**config.mk**
```make
export PLATFORM = sky130hd
export DESIGN_NAME = cnn_result_uart
export DESIGN_NICKNAME = d
export VERILOG_FILES = /design/src/rtl/cnn_pkg.sv /design/src/rtl/uart_tx_byte.sv /design/src/rtl/cnn_result_uart.sv
export SDC_FILE = /design/constraint.sdc
export NUM_CORES = 1
export LEC_CHECK = 0
export BUFFER_PORTS_ARGS = -buffer_cell sky130_fd_sc_hd__buf_2
export CAP_MARGIN = 25
export CORE_ASPECT_RATIO = 1.2
export CORE_UTILIZATION = 52
export DETAILED_ROUTE_END_ITERATION = 16
export PLACE_DENSITY_LB_ADDON = 0.08
export RECOVER_POWER = 25
export SETUP_SLACK_MARGIN = 0.05
export SYNTH_ARGS = -nofsm -noshare
export SYNTH_HDL_FRONTEND = slang
export SYNTH_SLANG_ARGS = --single-unit
```
**constraint.sdc**
```tcl
create_clock -name clk -period 5.6 [get_ports clk]
set_clock_uncertainty 0.2 [all_clocks]
set_input_delay 1.12 -clock clk [delete_from_list [all_inputs] [get_ports clk]]
set_output_delay 1.12 -clock clk [all_outputs]
set_load 0.02 [all_outputs]
```
**src/rtl/cnn_pkg.sv**
```systemverilog
// Shared constants for the CNN result reporting path: ASCII codes,
// reporting FSM state encoding and the default UART bit period.
package cnn_pkg;

  localparam logic [7:0] ASCII_ZERO  = 8'h30;
  localparam logic [7:0] ASCII_CR    = 8'h0D;
  localparam logic [7:0] ASCII_LF    = 8'h0A;
  localparam logic [7:0] ASCII_QMARK = 8'h3F;

  // 50 MHz system clock, 115200 baud
  localparam int DEFAULT_CLKS_PER_BIT = 434;

  localparam logic [2:0] ST_IDLE      = 3'd0;
  localparam logic [2:0] ST_LOAD      = 3'd1;
  localparam logic [2:0] ST_SEND_CHAR = 3'd2;
  localparam logic [2:0] ST_SEND_CR   = 3'd3;
  localparam logic [2:0] ST_SEND_LF   = 3'd4;

  // Classes 0..9 print as their decimal digit; anything else is not a
  // valid class for this network and prints as '?'
  function automatic logic [7:0] classToAscii(input logic [3:0] cls);
    if (cls <= 4'd9) begin
      return ASCII_ZERO + {4'd0, cls};
    end
    return ASCII_QMARK;
  endfunction

endpackage

```
**src/rtl/uart_tx_byte.sv**
```systemverilog
// 8N1 UART byte transmitter. A start pulse loads a byte and sends
// start bit, 8 data bits LSB first and a stop bit. done is high in the
// final cycle of the stop bit so a caller can chain frames with no gap.
module uart_tx_byte
  import cnn_pkg::*;
#(
  parameter int CLKS_PER_BIT = DEFAULT_CLKS_PER_BIT
) (
  input  logic       clk,
  input  logic       reset,
  input  logic       start,
  input  logic [7:0] data,
  output logic       tx,
  output logic       done
);

  localparam int BW = (CLKS_PER_BIT > 2) ? $clog2(CLKS_PER_BIT) : 1;
  localparam logic [BW-1:0] BAUD_LAST = BW'(CLKS_PER_BIT - 1);

  logic          r_active;
  logic [BW-1:0] r_baudCnt;
  logic [3:0]    r_bitCnt;
  logic [7:0]    r_shift;
  logic          r_tx;

  logic w_bitEnd;
  logic w_lastBit;

  assign w_bitEnd  = r_active && (r_baudCnt == BAUD_LAST);
  assign w_lastBit = (r_bitCnt == 4'd9);
  assign done      = w_bitEnd && w_lastBit;
  assign tx        = r_tx;

  // Bit sequencing: bit index 0 is the start bit, 1..8 data, 9 stop.
  // Ones are shifted in so the stop bit falls out of the shifter.
  always_ff @(posedge clk or posedge reset) begin
    if (reset) begin
      r_active  <= 1'b0;
      r_baudCnt <= '0;
      r_bitCnt  <= 4'd0;
      r_shift   <= 8'd0;
      r_tx      <= 1'b1;
    end else if (start) begin
      r_active  <= 1'b1;
      r_baudCnt <= '0;
      r_bitCnt  <= 4'd0;
      r_shift   <= data;
      r_tx      <= 1'b0;
    end else if (r_active) begin
      if (w_bitEnd) begin
        r_baudCnt <= '0;
        if (w_lastBit) begin
          r_active <= 1'b0;
          r_tx     <= 1'b1;
        end else begin
          r_bitCnt <= r_bitCnt + 4'd1;
          r_tx     <= r_shift[0];
          r_shift  <= {1'b1, r_shift[7:1]};
        end
      end else begin
        r_baudCnt <= r_baudCnt + BW'(1);
      end
    end
  end

endmodule

```
**src/rtl/cnn_result_uart.sv**
```systemverilog
// Reporting stage for the CNN classifier: queues each finished class
// index and prints it on the UART as "<digit>\r\n". Keeps a count of
// accepted results and a sticky flag for results lost to a full queue.
module cnn_result_uart
  import cnn_pkg::*;
#(
  parameter int CLKS_PER_BIT = DEFAULT_CLKS_PER_BIT,
  parameter int FIFO_DEPTH   = 4
) (
  input  logic        clk,
  input  logic        reset,
  input  logic        finish,
  input  logic [3:0]  class_out,
  output logic        uart_tx,
  output logic        busy,
  output logic        overflow,
  output logic [15:0] result_count
);

  localparam int AW = $clog2(FIFO_DEPTH);

  logic [3:0]  r_fifoMem [FIFO_DEPTH];
  logic [AW:0] r_wrPtr;
  logic [AW:0] r_rdPtr;
  logic [2:0]  r_state;
  logic        r_overflow;
  logic [15:0] r_resultCount;

  logic        w_empty;
  logic        w_full;
  logic        w_push;
  logic        w_pop;
  logic        w_drop;
  logic [3:0]  w_head;
  logic [2:0]  w_nextState;
  logic        w_byteStart;
  logic [7:0]  w_byteData;
  logic        w_byteDone;

  assign w_empty = (r_wrPtr == r_rdPtr);
  assign w_full  = (r_wrPtr[AW] != r_rdPtr[AW]) &&
                   (r_wrPtr[AW-1:0] == r_rdPtr[AW-1:0]);
  assign w_pop   = (r_state == ST_LOAD) && !w_empty;
  assign w_push  = finish && (!w_full || w_pop);
  assign w_drop  = finish && w_full && !w_pop;
  assign w_head  = r_fifoMem[r_rdPtr[AW-1:0]];

  assign busy         = (r_state != ST_IDLE) || !w_empty;
  assign overflow     = r_overflow;
  assign result_count = r_resultCount;

  // Queue storage; stale contents are harmless since pointers gate reads
  always_ff @(posedge clk) begin
    if (w_push) begin
      r_fifoMem[r_wrPtr[AW-1:0]] <= class_out;
    end
  end

  // Queue pointers, accepted-result counter and sticky drop flag
  always_ff @(posedge clk or posedge reset) begin
    if (reset) begin
      r_wrPtr       <= '0;
      r_rdPtr       <= '0;
      r_resultCount <= 16'd0;
      r_overflow    <= 1'b0;
    end else begin
      if (w_push) begin
        r_wrPtr       <= r_wrPtr + 1'b1;
        r_resultCount <= r_resultCount + 16'd1;
      end
      if (w_pop) begin
        r_rdPtr <= r_rdPtr + 1'b1;
      end
      if (w_drop) begin
        r_overflow <= 1'b1;
      end
    end
  end

  // Next-state logic. IDLE also reacts to an incoming finish so the
  // result is loaded the cycle its queue entry becomes visible.
  always_comb begin
    w_nextState = r_state;
    case (r_state)
      ST_IDLE:      if (!w_empty || finish) w_nextState = ST_LOAD;
      ST_LOAD:      w_nextState = ST_SEND_CHAR;
      ST_SEND_CHAR: if (w_byteDone) w_nextState = ST_SEND_CR;
      ST_SEND_CR:   if (w_byteDone) w_nextState = ST_SEND_LF;
      ST_SEND_LF:   if (w_byteDone) w_nextState = w_empty ? ST_IDLE : ST_LOAD;
      default:      w_nextState = ST_IDLE;
    endcase
  end

  // Byte engine kick-off: the next frame starts in the done cycle of the
  // previous one so the three frames of a result are back-to-back
  always_comb begin
    w_byteStart = 1'b0;
    w_byteData  = 8'h00;
    case (r_state)
      ST_LOAD: begin
        w_byteStart = 1'b1;
        w_byteData  = classToAscii(w_head);
      end
      ST_SEND_CHAR: begin
        w_byteStart = w_byteDone;
        w_byteData  = ASCII_CR;
      end
      ST_SEND_CR: begin
        w_byteStart = w_byteDone;
        w_byteData  = ASCII_LF;
      end
      default: begin
        w_byteStart = 1'b0;
        w_byteData  = 8'h00;
      end
    endcase
  end

  // Reporting FSM state register
  always_ff @(posedge clk or posedge reset) begin
    if (reset) begin
      r_state <= ST_IDLE;
    end else begin
      r_state <= w_nextState;
    end
  end

  uart_tx_byte #(
    .CLKS_PER_BIT(CLKS_PER_BIT)
  ) u_txByte (
    .clk  (clk),
    .reset(reset),
    .start(w_byteStart),
    .data (w_byteData),
    .tx   (uart_tx),
    .done (w_byteDone)
  );

endmodule

```
* After elaboration in Yosys (flattened, before gate mapping)
Memory sizes are Yosys's and may differ from the RTL's.
Cells that the tools add are included.
** Operators by class
- Reductions and logical operators :: 21
- $lt $le $gt $ge :: 1
- Muxes and demuxes :: 33
- Eq/ne operators :: 14
- Add/subtract/negate cells :: 6
** Operator list (count)
- 2-to-1 mux 8 bit :: 6
- 2-to-1 mux 9 bit :: 3
- one-hot mux 8 bit (3 select lines) :: 1
- adder 16 x 1 -> 16 bit (second input constant) :: 1
- 2-to-1 mux 4 bit :: 4
- one-hot mux 3 bit (5 select lines) :: 1
- 2-to-1 mux 1 bit :: 13
- 2-to-1 mux 3 bit :: 4
- adder 9 x 1 -> 9 bit (second input constant) :: 1
- == test 9 bit (second input constant) :: 1
- != test 2 x 1 -> 1 bit (second input constant) :: 4
- adder 6 x 4 -> 7 bit (first input constant) :: 1
- logical AND 1 bit :: 7
- adder 3 x 1 -> 3 bit (second input constant) :: 2
- == test 3 x 2 -> 1 bit (second input constant) :: 2
- adder 4 x 1 -> 4 bit (second input constant) :: 1
- == test 4 bit (second input constant) :: 1
- <= comparator 4 bit (second input constant) :: 1
- AND reduction 4 bit :: 1
- nonzero test 2 bit :: 2
- == test 3 x 1 -> 1 bit (second input constant) :: 1
- == test 3 bit :: 1
- == test 3 bit (second input constant) :: 1
- logical NOT 1 bit :: 3
- other kinds (10) :: 12
** Word-level totals
- Output and inout port bits :: 19
- Memories :: 1
- Input bits :: 7
- Logic and storage cells :: 86
- Bits in writable memories :: 16
- Bits in registers :: 49
** Memory list
- r_fifoMem :: words 4, width 4, rd ports 1, clocked after Yosys merged registers in 0, wr ports 1, RTL line cnn_result_uart.sv:22 : logic [3:0] r_fifoMem [FIFO_DEPTH];

* Logic depth before layout (Yosys ltp)
Gate-level depths: netlist of the first run.
- Word-level depth :: 7
- Mapped depth :: 8
- Gate-level depth less buffers :: 7

* By module
Synthesis of the first run repeated with hierarchy kept, for this count alone.
** Second synthesis, totals
- Cells, all modules :: 271
- Area, all modules :: 3225.6 um^2
** Modules (own cells, without submodules)
- cnn_result_uart :: area an instance 2003.2 um^2, cells each 156, times used 1, sequential area each 1131.1 um^2
- uart_tx_byte :: area an instance 1222.4 um^2, cells each 115, times used 1, sequential area each 576.8 um^2

* Worst setup path after synthesis of the first run
OpenSTA, ideal clock, no wires.
- Path type :: register -> output
- Start point :: register r_rdPtr[0]
- End point :: output busy
- Cell stages (with the launch flop) :: 5
- Buffers on the path :: 1
- Data required time :: 4.280 ns
- Data arrival time :: 1.577 ns
- Setup slack :: 2.703 ns
- Cell sequence :: dfrtp_1 > buf_2 > xnor2_1 > nand3_1 > or4_1
** Between the ends
- Word-level cells in the longest chain between the ends :: 3
** Ends and longest elaborated chain
- start: declaration :: RTL line cnn_result_uart.sv:24 : logic [AW:0] r_rdPtr;
- start signal: assignment :: RTL line cnn_result_uart.sv:72 : r_rdPtr <= r_rdPtr + 1'b1;
- == test 3 bit :: RTL line cnn_result_uart.sv:40 : assign w_empty = (r_wrPtr == r_rdPtr);
- logical NOT 1 bit :: RTL line cnn_result_uart.sv:48 : assign busy = (r_state != ST_IDLE) || !w_empty;
- logical OR 1 bit :: RTL line cnn_result_uart.sv:48
- end: declaration :: RTL line cnn_result_uart.sv:15 : output logic busy,
Every way passes these cells.

* Final worst setup path of the first run
Ends and elaborated chain as after synthesis.

==> qor.yml, run 1 <==
clocking:
  cts-resized-gates: 0
  cts_tree: "built"
  clk_latency_ps: 340
  cts.hold.buffers_added: 0
  clock-sinks: 65
  post_cts_buffers: 0
  cts_buffers: 9
  htree_levels: 3
  clockBufferDepth: 2
  clkSlewWorstSetupHoldPaths_ps: 70
  clockRootBuffer: "clkbuf_8"
logic_synthesis:
  synth_warnings: 0
  syn_area_per_cell_um2: 12.0
  syn-cell-area_um2: 3090
  synth_seq_cells: 65
  synth_cells: 258
  yosysUniqueCellTypes: 51
  synth-main-ff-cell: "dfrtp_1"
  syn_nets: 275
  seq_area_frac_synth_pct: 55.3
  ys_async_sr_fraction_pct: 75.4
  synth_enable_flop_cells: 16
sta:
  period_minus_slack_ps: 3400
  whs_ps: 263
  fin_setup_tns_ps: 0
  min_period_over_period_pct: 60.7
  timing_worst_slew_pin_value_ps: 1920
  fmax_ghz: 0.294
  setup_violations: 0
  rsz0062_at_grt: "no"
  slew-limit-headroom_pct: -28.1
  maxSlewViolCount: 37
  hold_viol_final: 0
die:
  core_area_um2: 5710
  fp.dieW_um: 72.4
  start_util_pct: 54.2
  rows: 30
  ios: 26
  die_y_um: 86.5
  dieArea_um2: 6260
power_and_ir_drop:
  ir_drop_v: 0.000226
  power_density_nw_per_um2: 349
  p_leak_uw: 0.00151
worst_setup_path:
  ff2ff_setup_slack_ps: 2770
  slowest_delay_ps: 500
  end_kind: "output port"
  start_kind: "flip-flop"
  criticalPathCategory: "reg2out"
  required_ps: 4280
  cp_num_buf_inv: 1
  path_max_fanout: 7
  crit_slowest_cell: "dfrtp_1"
  crit_family: "simple AND/OR/NAND/NOR gates"
  arrival_ps: 2080
  crit_chain: "xnor2_1, nand3_1, or4_1, buf_2"
min_path:
  hold_class: "reg2reg"
drt:
  wirelength_mm: 5.39
  dr.pass1.iters: 4
  antenna_left: 0
  viasPerCell: 5.38
  wl_per_cell_um: 14.5
  drc: 0
  vias: 2001
  dr.first_iter.drc_count: 97
placed_design:
  io_buffers: 25
  dp_hpwl_mm: 3.77
  gp_congestion: 0.724
global_route:
  antenna_found_initial: 0
  grt_util_all_layers_pct: 19.4
  grt_max_degree: 37
  grt_pass1_vias: 1926
  gr-total-overflow: 0
  grt_pass1_wl_mm: 9.09
layout:
  final_cell_mix: "dfrtp_1 (48), nand2_1 (25), nor2_1 (21), buf_2 (21), xnor2_1 (20)"
  diodes: 0
  drive_above_1_share_pct: 18.5
  final_common_cell: "dfrtp_1"
  areaGrowthSynthToFinish_pct: 11.9
  layout.nets: 304
outcome:
  violations: "capacitance limit, slew limit"
  status: "complete, but fails checks"
flow_run:
  maxCapViolations: 1
-- final cells by class --
class	count	area [µm²]
Multi-Input combinational cell	178	1310
Inverter	7	26.3
Clock inverter	7	71.3
Tap cell	80	100
Fill cell	502	2250
Timing Repair Buffer	26	124
Clock buffer	9	124
Sequential cell	65	1710
-- cell families (layout without fill, tap and decap cells) --
group | count (synthesis) | in the layout | synth area share [%]
flops | 65 | 65 | 55.3
simple gates | 92 | 92 | 16.0
mux | 8 | 8 | 4.29
compound gates | 37 | 37 | 9.15
xor+xnor | 31 | 31 | 8.79
fa+ha+maj | 10 | 10 | 4.05
buf+inv | 15 | 49 | 2.47
-- final timing paths --
kind                                   startpoint             endpoint  cells after the start
min in group asynchronous                   reset      result_count[5]                      2
worst max register to register  u_txByte.r_active  u_txByte.r_shift[0]                      5
max in group asynchronous                   reset             overflow                      3
worst max-delay path                   r_rdPtr[0]                 busy                      4
worst min-delay path             result_count[15]     result_count[15]                      1
worst min register to register   result_count[15]     result_count[15]                      1
-- cell usage after synthesis (3+ instances only) --
cell type	number	area [µm²]
nand2_1	25	93.8
nor3_1	3	15.0
nand4_1	5	31.3
mux4_2	4	90.1
edfxtp_1	16	480
ha_1	10	125
nand3_1	6	30.0
dfrtp_1	48	1200
buf_2	4	20.0
and2_1	5	31.3
nand3_2	4	40.0
o211a_1	3	30.0
o21ai_0	8	40.0
nor2_1	21	78.8
and3_1	10	62.6
a21oi_1	6	30.0
xor2_1	11	96.3
o2111ai_1	3	26.3
inv_1	7	26.3
xnor2_1	20	175
-- state kept, by name, summed over array words and instances, names as in the netlist, 3 cells and up --
name / cells
result_count: 16
r_wrPtr: 3
r_rdPtr: 3
r_state: 3
u_txByte.r_shift: 8
u_txByte.r_baudCnt: 9
r_fifoMem: 16
u_txByte.r_bitCnt: 4
-- routing by layer --
metal,wire length (µm),track usage (%),up-vias
met5,0,0,-
met4,83,9.80,0
met3,131,3.49,11
met2,2670,30.2,29
met1,2500,26.1,977
li1,-,-,984
-- worst reg2reg max path, delay by kind of cell (launching register included) --
family	cells	cell delay, ps
AND/OR/NAND/NOR	3	1310
flip-flops	1	600
AO/OA/AOI/OAI	2	610
-- report_power, final --
| group | switching [µW] | internal, µW | leakage [µW] |
|---|---|---|---|
| Combinational | 130 | 85.5 | 0.000645 |
| Clock | 187 | 205 | 0.000103 |
| Sequential | 51.0 | 550 | 0.000759 |
-- metrics by stage --
stage               utilization [%]  setup slack, ps  power [µW]  instance area (µm²)  instances
global route                   60.6             1900        1270                 3460        372
CTS                            61.0             2150        1220                 3480        372
floorplan                         -             2700         761                 3090        258
global placement               57.2             2560         826                 3270        355
detailed placement             57.6             2520         831                 3290        356
finish                         60.6             2200        1210                 3460        372
(Power assumes the default switching activity.)
==> run 2, diff against run 1 <==
- clock period: 5.6 -> 2.8 ns (I/O delays scaled with it)
==> qor.yml, run 2 (synthesized netlist as in run 1, its figures left out) <==
outcome:
  status: "complete, no violations"
clocking:
  cts_buffers: 9
  cts_tree: "built"
  clockRootBuffer: "clkbuf_8"
  post_cts_buffers: 0
  cts.hold.buffers_added: 0
  clk_latency_ps: 330
  clockBufferDepth: 2
  clock-sinks: 65
  htree_levels: 3
  clkSlewWorstSetupHoldPaths_ps: 60
global_route:
  grt_pass1_vias: 2018
  gr-total-overflow: 0
  grt_max_degree: 27
  grt_util_all_layers_pct: 20.4
  grt_pass1_wl_mm: 9.55
  antenna_found_initial: 0
drt:
  dr.pass1.iters: 6
  wl_per_cell_um: 14.5
  dr.first_iter.drc_count: 82
  antenna_left: 0
  drc: 0
  wirelength_mm: 5.48
  viasPerCell: 5.39
  vias: 2038
placed_design:
  dp_hpwl_mm: 3.92
  gp_congestion: 0.768
  dp_cells: 362
  io_buffers: 25
sta:
  setup_violations: 0
  maxSlewViolCount: 0
  fin_setup_tns_ps: 0
  slew-limit-headroom_pct: 29.4
  timing_worst_slew_pin_value_ps: 1060
  min_period_over_period_pct: 92.9
  period_minus_slack_ps: 2600
  fmax_ghz: 0.384
  rsz0062_at_grt: "no"
  hold_viol_final: 0
layout:
  areaGrowthSynthToFinish_pct: 14.1
  drive_above_1_share_pct: 20.1
  diodes: 0
  layout.nets: 310
  stdcell_count: 378
  nFillCells: 481
  final_cell_mix: "dfrtp_1 (48), nand2_1 (25), nor2_1 (21), buf_2 (21), xnor2_1 (18)"
  final_common_cell: "dfrtp_1"
die:
  ios: 26
  die_y_um: 86.5
  dieArea_um2: 6260
  fp.dieW_um: 72.4
  core_area_um2: 5710
  start_util_pct: 54.2
  rows: 30
worst_setup_path:
  path_max_fanout: 7
  slowest_delay_ps: 510
  end_kind: "output port"
  crit_chain: "xnor2_4, nand3_1, or4_1, buf_2"
  crit_slowest_cell: "dfrtp_1"
  required_ps: 2040
  criticalPathCategory: "reg2out"
  start_kind: "flip-flop"
  arrival_ps: 1840
power_and_ir_drop:
  ir_drop_v: 0.000504
  power_density_nw_per_um2: 679
  p_leak_uw: 0.00154
flow_run:
  maxCapViolations: 0
min_path:
  hold_class: "reg2reg"
-- run 2: path summary, 6_finish.rpt --
check	startpoint	end	slack (ps)	depth (start not counted)
max	r_rdPtr[1]	busy	200	4
min	result_count[15]	result_count[15]	270	1
max reg2reg	r_state[0]	result_count[15]	540	5
min reg2reg	result_count[15]	result_count[15]	270	1
max in group asynchronous	reset	u_txByte.r_baudCnt[1]	1440	3
min in group asynchronous	reset	result_count[5]	280	2
-- run 2: cell type report --
| class | count | area (µm²) | area share, % |
|---|---|---|---|
| clock inverters | 2 | 12.5 | 0.355 |
| multi-input cells | 178 | 1330 | 37.8 |
| flip-flops and latches | 65 | 1710 | 48.4 |
| clock buffers | 14 | 163 | 4.61 |
| inverters | 7 | 26.3 | 0.745 |
| repair buffers | 32 | 185 | 5.25 |
| well taps | 80 | 100 | 2.84 |
-- run 2: repair_timing --
item / CTS / global route
setup endpoints to repair: 1 / 1
gates cloned: 0 / 0
hold endpoints to repair: 0 / 0
gates resized for setup: 1 / 2
-- run 2: critical path: cells and delay by family (launching register included) --
| kind | cells | cell delay [ps] |
|---|---|---|
| xor gates and xnor gates | 1 | 250 |
| and+or+nand+nor | 2 | 570 |
| buffers and inverters | 1 | 180 |
| DFF | 1 | 510 |
-- run 2: metal layers --
metal  share of wire [%]  track usage [%]
met1                  46             26.9
met2                  50             31.8
met3                 2.8             4.77
met4                 1.4             9.63
met5                   0                0
-- run 2: power breakdown --
group | total [µW] | switching, µW | internal [µW]
logic | 475 | 269 | 206
clock network | 705 | 335 | 370
registers | 1210 | 115 | 1100
-- run 2: through the flow --
step | worst slack [ps] | hold slack, ps | total power (µW) | area [µm²] | util (%)
CTS | 128 | 84.2 | 2400 | 3510 | 61.6
global route | 80.0 | 268 | 2540 | 3530 | 61.8
global placement | 378 | 257 | 1680 | 3330 | 58.4
finish | 198 | 266 | 2390 | 3530 | 61.8
detailed placement | 362 | 266 | 1690 | 3330 | 58.4
floorplan | 463 | 248 | 1520 | 3090 | -
==> run 3, diff against run 2 <==
- CELL_PAD_IN_SITES_DETAIL_PLACEMENT: not set -> 1
- CELL_PAD_IN_SITES_GLOBAL_PLACEMENT: not set -> 2
- CORE_UTILIZATION: 52 -> 36
- TNS_END_PERCENT: not set -> 5
==> qor.yml, run 3 (synthesized netlist as in run 1, its figures left out) <==
drt:
  drc: 0
  viasPerCell: 5.05
  wirelength_mm: 6.53
  dr.first_iter.drc_count: 54
  antenna_left: 0
  wl_per_cell_um: 15.7
  vias: 2094
  dr.pass1.iters: 3
global_route:
  gr-total-overflow: 0
  antenna_found_initial: 0
  grt_max_degree: 28
  grt_pass1_vias: 2288
  grt_util_all_layers_pct: 16.9
  grt_pass1_wl_mm: 11.3
power_and_ir_drop:
  pwr-share-seq_pct: 48.1
  power_density_nw_per_um2: 697
  p_leak_uw: 0.00155
  sw_frac_of_total_pct: 30.7
  p_clk_share_pct: 32.9
  intPower_uw: 1740
  comb_power_share_pct: 19.0
  ir_drop_v: 0.000478
  switchingPower_uw: 768
worst_setup_path:
  slowest_delay_ps: 490
  required_ps: 2040
  crit_slowest_cell: "dfrtp_1"
  end_kind: "output port"
  start_kind: "flip-flop"
  path_max_fanout: 7
  arrival_ps: 1820
  crit_chain: "xnor2_2, nand3_1, or4_1, buf_2"
  crit_family: "simple AND/OR/NAND/NOR gates"
  cp_num_buf_inv: 1
  criticalPathCategory: "reg2out"
clocking:
  cts_tree: "built"
  clockRootBuffer: "clkbuf_8"
  cts_buffers: 9
  clk_latency_ps: 350
  cts.hold.buffers_added: 0
  clkSlewWorstSetupHoldPaths_ps: 80
  clockBufferDepth: 2
  clock-sinks: 65
  htree_levels: 3
flow_run:
  maxCapViolations: 0
layout:
  final_cell_mix: "dfrtp_1 (47), nand2_1 (25), nor2_1 (21), buf_2 (21), xnor2_1 (19)"
  layout.nets: 313
  drive_above_1_share_pct: 21.9
  final_common_cell: "dfrtp_1"
  finish.utilization_pct: 43.6
  areaGrowthSynthToFinish_pct: 16.2
  final_area_um2: 3590
  diodes: 0
  nFillCells: 920
die:
  dieArea_um2: 8960
  start_util_pct: 37.5
  ios: 26
  fp.dieW_um: 86.6
  die_y_um: 103
  core_area_um2: 8240
  rows: 36
sta:
  maxSlewViolCount: 0
  min_period_over_period_pct: 92.1
  setup_violations: 0
  fmax_ghz: 0.388
  period_minus_slack_ps: 2580
  hold_viol_final: 0
  slew-limit-headroom_pct: 30.6
  fin_setup_tns_ps: 0
  timing_worst_slew_pin_value_ps: 1040
  rsz0062_at_grt: "no"
placed_design:
  dpl_cell_area_um2: 3380
  gp_congestion: 0.678
  dp_hpwl_mm: 4.72
  io_buffers: 25
outcome:
  status: "complete, no violations"
min_path:
  hold_class: "in2async"
run 3: cell types whose count changed in the layout (fill, tap and decap cells not counted), sizes merged:
| cell | before | now |
|---|---|---|
| clkbuf | 18 | 14 |
| clkinvlp | 1 | 2 |
| clkinv | 1 | 3 |
| bufinv | 0 | 1 |
| buf | 28 | 31 |
run 3: layout make-up:
| class | instances | area, µm² | area share, % |
|---|---|---|---|
| well taps | 114 | 143 | 3.97 |
| flip-flops and latches | 65 | 1710 | 47.6 |
| clock inverters | 6 | 67.6 | 1.88 |
| multi-input cells | 178 | 1310 | 36.6 |
| clock buffers | 10 | 138 | 3.83 |
| repair buffers | 35 | 195 | 5.43 |
| inverters | 7 | 26.3 | 0.731 |
run 3: stage by stage:
step	setup slack, ps	total power [µW]	hold WS (ps)	std cells
after floorplan	463	1520	248	258
after global placement	413	1680	256	398
after detailed placement	374	1700	270	398
after CTS	117	2540	78.6	414
after global routing	105	2650	270	415
final	222	2500	259	415
run 3: timing repair:
item                                   in CTS  in global routing
setup endpoints to repair                   1                  1
endpoints found under the hold margin       0                  0
setup buffers                               0                  1
pin swaps                                   0                  1
gates resized for setup                     1                  1
run 3: power by group through the flow:
stage | sequential, µW | combinational [µW] | clock [µW]
final | 1200 | 477 | 824
after CTS | 1210 | 480 | 853
after detailed placement | 1220 | 474 | 0
after floorplan | 1260 | 264 | 0
after global placement | 1220 | 464 | 0
after global routing | 1220 | 530 | 894
run 3: final timing paths:
check | from | to | slack (ps) | cells past startpoint
setup / recovery | r_rdPtr[1] | busy | 220 | 4
hold / removal | reset | result_count[7] | 260 | 2
setup reg to reg | r_state[0] | result_count[15] | 480 | 5
hold reg to reg | overflow | overflow | 280 | 1
max in group asynchronous | reset | r_rdPtr[0] | 1370 | 3
min in group clk | class_out[3] | r_fifoMem[3][3] | 270 | 1
run 3: worst register-to-register path: cells and delay by family, from the launching register on:
kind            cells  cell delay, ps
flops               1             480
xor+xnor            1             140
compound gates      1             300
simple gates        3            1090
run 3: metal layers:
metal | up-vias | wire, µm | GRT usage, %
li1 | 999 | - | -
met1 | 1060 | 3050 | 21.7
met2 | 21 | 3200 | 27.4
met3 | 14 | 124 | 3.10
met4 | 0 | 151 | 8.85
met5 | - | 0 | 0
